$ cat config.mk
export PLATFORM = sky130hd
export DESIGN_NAME = hazard_stall_ctrl
export DESIGN_NICKNAME = d
export VERILOG_FILES = /design/src/rtl/hazard_stall_ctrl.sv
export SDC_FILE = /design/constraint.sdc
export NUM_CORES = 1
export LEC_CHECK = 0
export CAP_MARGIN = 15
export CORE_UTILIZATION = 28
export DETAILED_ROUTE_END_ITERATION = 10
export GPL_TIMING_DRIVEN = 0
export PLACE_DENSITY = 0.77
export SYNTH_ARGS = -nofsm -noshare
export SYNTH_HDL_FRONTEND = slang
export SYNTH_SLANG_ARGS = --single-unit
$ cat constraint.sdc
create_clock -name clk -period 2.2 [get_ports clk]
set_input_delay 0.55 -clock clk [delete_from_list [all_inputs] [get_ports clk]]
set_output_delay 0.55 -clock clk [all_outputs]
set_load 0.02 [all_outputs]
$ cat src/rtl/hazard_stall_ctrl.sv
// ID/EX hazard and stall controller: load-use stalls, multi-cycle EX freezes, branch flushes.
// Optional statistics counters are built when HAZARD_STATS_EN is defined.
module hazard_stall_ctrl #(
  parameter int REG_W    = 5,
  parameter int LOAD_LAT = 1,
  parameter int MC_LAT   = 4,
  parameter int CNT_W    = 16,
  localparam int MAX_LAT = (LOAD_LAT > MC_LAT) ? LOAD_LAT : MC_LAT,
  localparam int SC_W    = $clog2(MAX_LAT) + 1
) (
  input  logic             clk,
  input  logic             rst_n,
  input  logic [REG_W-1:0] id_rs,
  input  logic [REG_W-1:0] id_rt,
  input  logic             id_use_rs,
  input  logic             id_use_rt,
  input  logic             ex_mem_read,
  input  logic [REG_W-1:0] ex_rd,
  input  logic             ex_branch_taken,
  input  logic             ex_mc_start,
  output logic             pc_en,
  output logic             ifid_en,
  output logic             ifid_flush,
  output logic             idex_en,
  output logic             idex_bubble,
  output logic             exmem_bubble,
  output logic             busy,
  output logic [SC_W-1:0]  stall_cnt
`ifdef HAZARD_STATS_EN
  ,
  output logic [CNT_W-1:0] stat_stall_cycles,
  output logic [CNT_W-1:0] stat_flushes
`endif
);

  typedef enum logic [1:0] {IDLE, LD_STALL, MC_STALL} state_t;

  // The trigger cycle itself is the first stall cycle, so the stall state only covers the rest.
  localparam int LD_RELOAD = (LOAD_LAT > 1) ? LOAD_LAT - 1 : 0;
  localparam int MC_RELOAD = (MC_LAT > 2) ? MC_LAT - 2 : 0;

  state_t          stateReg, stateNext;
  logic [SC_W-1:0] cntReg, cntNext;
  logic            luHit, mcHit;

  assign luHit = ex_mem_read && (ex_rd != '0) &&
                 ((id_use_rs && (id_rs == ex_rd)) || (id_use_rt && (id_rt == ex_rd)));
  assign mcHit = ex_mc_start && (MC_LAT > 1);

  always_ff @(posedge clk or negedge rst_n) begin
    if (!rst_n) begin
      stateReg <= IDLE;
      cntReg   <= '0;
    end else begin
      stateReg <= stateNext;
      cntReg   <= cntNext;
    end
  end

  always_comb begin
    stateNext = stateReg;
    cntNext   = cntReg;
    case (stateReg)
      IDLE: begin
        if (ex_branch_taken) begin
          stateNext = IDLE;
        end else if (mcHit) begin
          if (MC_LAT > 2) begin
            stateNext = MC_STALL;
            cntNext   = SC_W'(MC_RELOAD);
          end
        end else if (luHit && (LOAD_LAT > 1)) begin
          stateNext = LD_STALL;
          cntNext   = SC_W'(LD_RELOAD);
        end
      end
      LD_STALL, MC_STALL: begin
        cntNext = cntReg - SC_W'(1);
        if (cntReg == SC_W'(1)) stateNext = IDLE;
      end
      default: begin
        stateNext = IDLE;
        cntNext   = '0;
      end
    endcase
  end

  // Outputs are forced to their idle values while reset is held, regardless of inputs.
  always_comb begin
    pc_en        = 1'b1;
    ifid_en      = 1'b1;
    ifid_flush   = 1'b0;
    idex_en      = 1'b1;
    idex_bubble  = 1'b0;
    exmem_bubble = 1'b0;
    if (rst_n) begin
      case (stateReg)
        IDLE: begin
          if (ex_branch_taken) begin
            ifid_flush  = 1'b1;
            idex_bubble = 1'b1;
          end else if (mcHit) begin
            pc_en        = 1'b0;
            ifid_en      = 1'b0;
            idex_en      = 1'b0;
            exmem_bubble = 1'b1;
          end else if (luHit) begin
            pc_en       = 1'b0;
            ifid_en     = 1'b0;
            idex_bubble = 1'b1;
          end
        end
        LD_STALL: begin
          pc_en       = 1'b0;
          ifid_en     = 1'b0;
          idex_bubble = 1'b1;
        end
        MC_STALL: begin
          pc_en        = 1'b0;
          ifid_en      = 1'b0;
          idex_en      = 1'b0;
          exmem_bubble = 1'b1;
        end
        default: ;
      endcase
    end
  end

  assign busy      = (stateReg != IDLE);
  assign stall_cnt = cntReg;

`ifdef HAZARD_STATS_EN
  // Saturating event counters.
  always_ff @(posedge clk or negedge rst_n) begin
    if (!rst_n) begin
      stat_stall_cycles <= '0;
      stat_flushes      <= '0;
    end else begin
      if (!pc_en && (stat_stall_cycles != '1))
        stat_stall_cycles <= stat_stall_cycles + CNT_W'(1);
      if (ifid_flush && (stat_flushes != '1))
        stat_flushes <= stat_flushes + CNT_W'(1);
    end
  end
`else
  // Statistics counters are not built in this configuration.
`endif

endmodule

==> Yosys cells after proc, flatten, opt, wreduce, memory -nomap -nowiden <==
Index checks and enable logic that the tools add are counted.
{ "totals": {"word_cells": 51, "register_bits": 5, "out_inout_bits": 10, "inputBits": 22} }
{ "classes": {"reduce_logical": 11, "n_eq_ne": 9, "mux": 28, "add_sub_neg": 1} }
{ "ops": {"columns": ["operator", "n"], "rows": [
  ["1-bit two-way mux", 17],
  ["5-bit equality test", 2],
  ["1-bit one-hot mux with 2 select lines", 4],
  ["2-bit two-way mux", 3],
  ["3-bit two-way mux", 2],
  ["3-bit one-hot mux with 2 select lines", 1],
  ["5-bit nonzero test", 1],
  ["1-bit logical AND", 4],
  ["2-bit != test, second input constant", 2],
  ["2-bit one-hot mux with 2 select lines", 1],
  ["2-bit AND reduction", 2],
  ["3-bit by 1-bit equality test with 1-bit output, second input constant", 1],
  ["3-bit != test, second input constant", 1],
  ["3-bit by 1-bit subtractor with 3-bit output, second input constant", 1],
  ["2-bit by 1-bit equality test with 1-bit output, second input constant", 1],
  ["2-bit equality test, second input constant", 1],
  ["2-bit zero test", 1],
  ["2-bit by 1-bit != test with 1-bit output, second input constant", 1],
  ["2-bit nonzero test", 1],
  ["2-bit OR reduction", 1],
  ["1-bit logical OR", 1]
]} }

==> Depth between registers and ports, before layout <==
{ "depth": {"word_depth": 9, "ltp_mapped": 5} }

==> Worst setup path after synthesis <==
No wires, ideal clock.
{ "synth_timing": {"kind": "input -> output", "start": "input port ex_rd[1]", "end": "output port pc_en", "n_path_buf": 1, "arrival_time_ns": 1.669, "setup_slack_ns": -0.019, "stages": 4, "t_required_ns": 1.650, "cell_sequence": "or4_1 -> o21ai_1 -> o31a_1 -> buf_4"} }
{ "synth_via": {"elab_chain_len": 9, "elab_cells_between_ends": 13, "classes_between": "eq/ne: 2; mux: 5; reduce/logical: 6"} }
{ "synth_rtl": {"columns": ["item", "line", "rtl"], "rows": [
  ["from (decl)", "18", "input logic [REG_W-1:0] ex_rd,"],
  ["5-bit equality test", "47", "((id_use_rs && (id_rs == ex_rd)) || (id_use_rt && (id_rt == ex_rd)));"],
  ["1-bit logical AND", "47", null],
  ["1-bit logical OR", "47", null],
  ["1-bit logical AND *", "46", "assign luHit = ex_mem_read && (ex_rd != '0) &&"],
  ["1-bit two-way mux * (3 in a row)", null, null],
  ["1-bit one-hot mux with 2 select lines *", null, null],
  ["1-bit two-way mux *", null, null],
  ["to (decl)", "21", "output logic pc_en,"]
]} }
Every way passes the cells marked *; elsewhere a longest branch is shown, timed or not.

==> Final worst setup path <==
{ "layout_timing": {"start": "input port id_rs[1]", "end": "output port pc_en"} }
{ "layout_via": {"elab_chain_len": 9} }
{ "layout_rtl": {"columns": ["item", "line", "rtl"], "rows": [
  ["from (decl)", "13", "input logic [REG_W-1:0] id_rs,"],
  ["5-bit equality test", "47", null],
  ["1-bit logical AND", "47", null],
  ["1-bit logical OR", "47", null],
  ["1-bit logical AND", "46", null],
  ["1-bit two-way mux", "107", "end else if (luHit) begin"],
  ["1-bit two-way mux", "102", "end else if (mcHit) begin"],
  ["1-bit two-way mux", "99", "if (ex_branch_taken) begin"],
  ["1-bit one-hot mux with 2 select lines", "97", "case (stateReg)"],
  ["1-bit two-way mux", "96", "if (rst_n) begin"]
]} }
Every way passes these cells.

==> results.tsv <==
metric	value	unit
Tot Pwr	0.631	mW
maxcap violations	0	
post-detail-place hpwl	916	um
core area	1320	um2
PortBufs	31	
critical-path cell list	buf_6 > xor2_2 > nor4_2 > a32oi_1 > o31a_1 > buf_6 > buf_6	
remaining global-route overflow	0	
Die Span X	39.8	um
nets	105	
CP arrival	1780	ps
cell area after layout	751	um2
PwrDens	840	nW/um2
crit end category	output pin	
CP max stage delay	290	ps
antenna viol nets, final	0	
vias per inst	4.79	
H-tree levels	1	
share of cells above drive strength 1	0.380	
worst path required time	1650	ps
Max VDD drop	0.000472	V
Mapped Area	399	um2
most instantiated cells after synthesis	9 x xor2_1, 5 x inv_1, 4 x dfrtp_1	
top post-synthesis cells by area	dfrtp_1 25%, xor2_1 20%, ha_1 6.3%	
clock root buffer	clkbuf_4	
cell taking the most area after synthesis	dfrtp_1	
first-pass GRT wire length	1.57	mm
FF-to-FF Start	stall_cnt[0]	
Synth cell types	26	
EDFF count, synth	0	
DR DRC count	0	
register area share after synthesis	0.251	
top-level I/O count	32	
worst min-delay path class	in -> async	
failing checks	setup timing	
min cycle time layout	2330	ps
Main synth FF type	dfrtp_1	
number of CTS-inserted buffers	3	
number of cell rows	13	
post-route setup TNS	-239	ps
hold-fix buffers at CTS	0	
cell count after synthesis	44	
Ys Warns	0	
crit path max-delay cell type	nor4_2	
clock sink count	4	
Skew-Pair Late Insertion Delay	230	ps
Synth top area share	0.251	
Layout Utilization	0.570	
die footprint	1580	um2
count leader, synth	xor2_1	
Crit Reg-Reg Endpoint	stall_cnt[2]	
CP Class	in -> out	
Initial Util	0.303	
R2R Setup Slk	1150	ps
final setup fails	3	
CTS tree	built	
post-synthesis async set-or-reset flop share	1.00	
Max Freq	429	MHz
syn avg cell area	9.07	um2
largest net degree at the start of global routing	11	
Clock Skew	2.47	ps
crit share post-route	1.06	
worst slack at placement	-1010	ps
DRT iter0 DRCs	2	
Rel. slew slack	0.806	
Slew Viols, Final	0	
Fin. Hold Viols	0	
RSZ-0062 raised after global routing	true	
Seq cells post-synth	4	
setup ws final	-131	ps
post-detailed-route wirelength per cell	11.4	um
Initial DRT Pass Iterations	2	
clock slew seen by the registers of the worst setup and hold paths	40	ps
vias in the first global route	425	
syn_nets	68	
Register-to-Register Path Depth	5	
Die Y	39.8	um
area grow syn2layout	88.1	%
Total GRT Usage	0.153	
initial antenna violation count	0	
startpoint type of the worst setup path	primary input	
Clock Path Buffers	2	
critical-path maximum fanout	2	
status	finished, violations left	
CP most frequent cell	buf_6	
DRT Wirelength	1.07	mm
Placer Congestion	0.662	
leakage power	0.354	nW
vias post-DR	450	
placed cell area	732	um2
# diodes	0	
Worst-Margin Slew	290	ps
## per-stage QoR
| step | hold slack [ps] | instances |
|---|---|---|
| 2_1_floorplan | 254 | 44 |
| 3_3_place_gp | 559 | 90 |
| 3_5_place_dp | 564 | 90 |
| 4_1_cts | 297 | 94 |
| 5_1_grt | 272 | 94 |
| 6_report | 275 | 94 |
## worst max-delay path: cells and delay by family
kind	cells	cell delay, ps
XOR/XNOR	1	170
AND/OR/NAND/NOR	1	290
buffers and inverters	3	340
AO/OA/AOI/OAI	2	430
## metal layers
metal	up-vias	track usage	part of all wire
li1	224	-	-
met1	200	0.129	0.39
met2	26	0.287	0.47
met3	0	0.0568	0.15
met4	0	0.103	0
met5	-	0	0
## layout make-up
class,count,area (um2)
clock buffer,3,22.5
tap,15,18.8
inverter,5,18.8
fill,125,567
buffer,2,22.5
multi-input combinational,33,303
sequential,4,100
timing repair buffer,32,265
## cell usage in the layout, fill, tap and decap left out, types with 2 or more instances in the layout
cell	count
buf_2	9
buf_4	2
buf_6	6
clkbuf_4	3
clkdlybuf4s15_1	2
clkdlybuf4s50_1	7
dfrtp_1	4
dlygate4sd2_1	8
ha_1	2
inv_1	5
nor4_2	2
o21ai_2	2
xnor2_1	2
xor2_1	7
xor2_2	2
## how the worst max path moves through the flow
stage	startpoint	endpoint	slack, ps	depth (start not counted)
4_1_cts	id_rs[1]	pc_en	-150	7
6_report	id_rs[1]	pc_en	-130	7
2_1_floorplan	ex_rd[3]	pc_en	2	5
3_3_place_gp	ex_rd[3]	pc_en	-1010	7
5_1_grt	id_rs[1]	pc_en	-190	7
3_5_place_dp	ex_rd[3]	pc_en	-1010	7
## logic make-up (layout without fill, tap and decap cells)
logic type	count (synthesis)	in the layout	synth area share
AOI/OAI and AO/OA	9	9	0.147
adders and majority gates	2	2	0.0627
xor gates and xnor gates	11	11	0.241
and+or+nand+nor	10	10	0.176
muxes	1	1	0.0282
buffers and inverters	7	42	0.0941
DFF	4	4	0.251
## state kept, by name, indices dropped and copies added (netlist names)
register   flops
stateReg       1
stall_cnt      3
## power breakdown
| part | internal (mW) | total [mW] | switching (mW) |
|---|---|---|---|
| Combinational | 0.202 | 0.400 | 0.198 |
| Clock | 0.0607 | 0.0865 | 0.0258 |
| Sequential | 0.112 | 0.144 | 0.0321 |
## what timing repair did
item	4_1_cts	5_1_grt
pin swaps	14	2
endpoints found under the setup margin	6	4
gates resized for setup	78	4
setup buffers	1	0
Note: power is estimated with default switching activity, not from simulation.
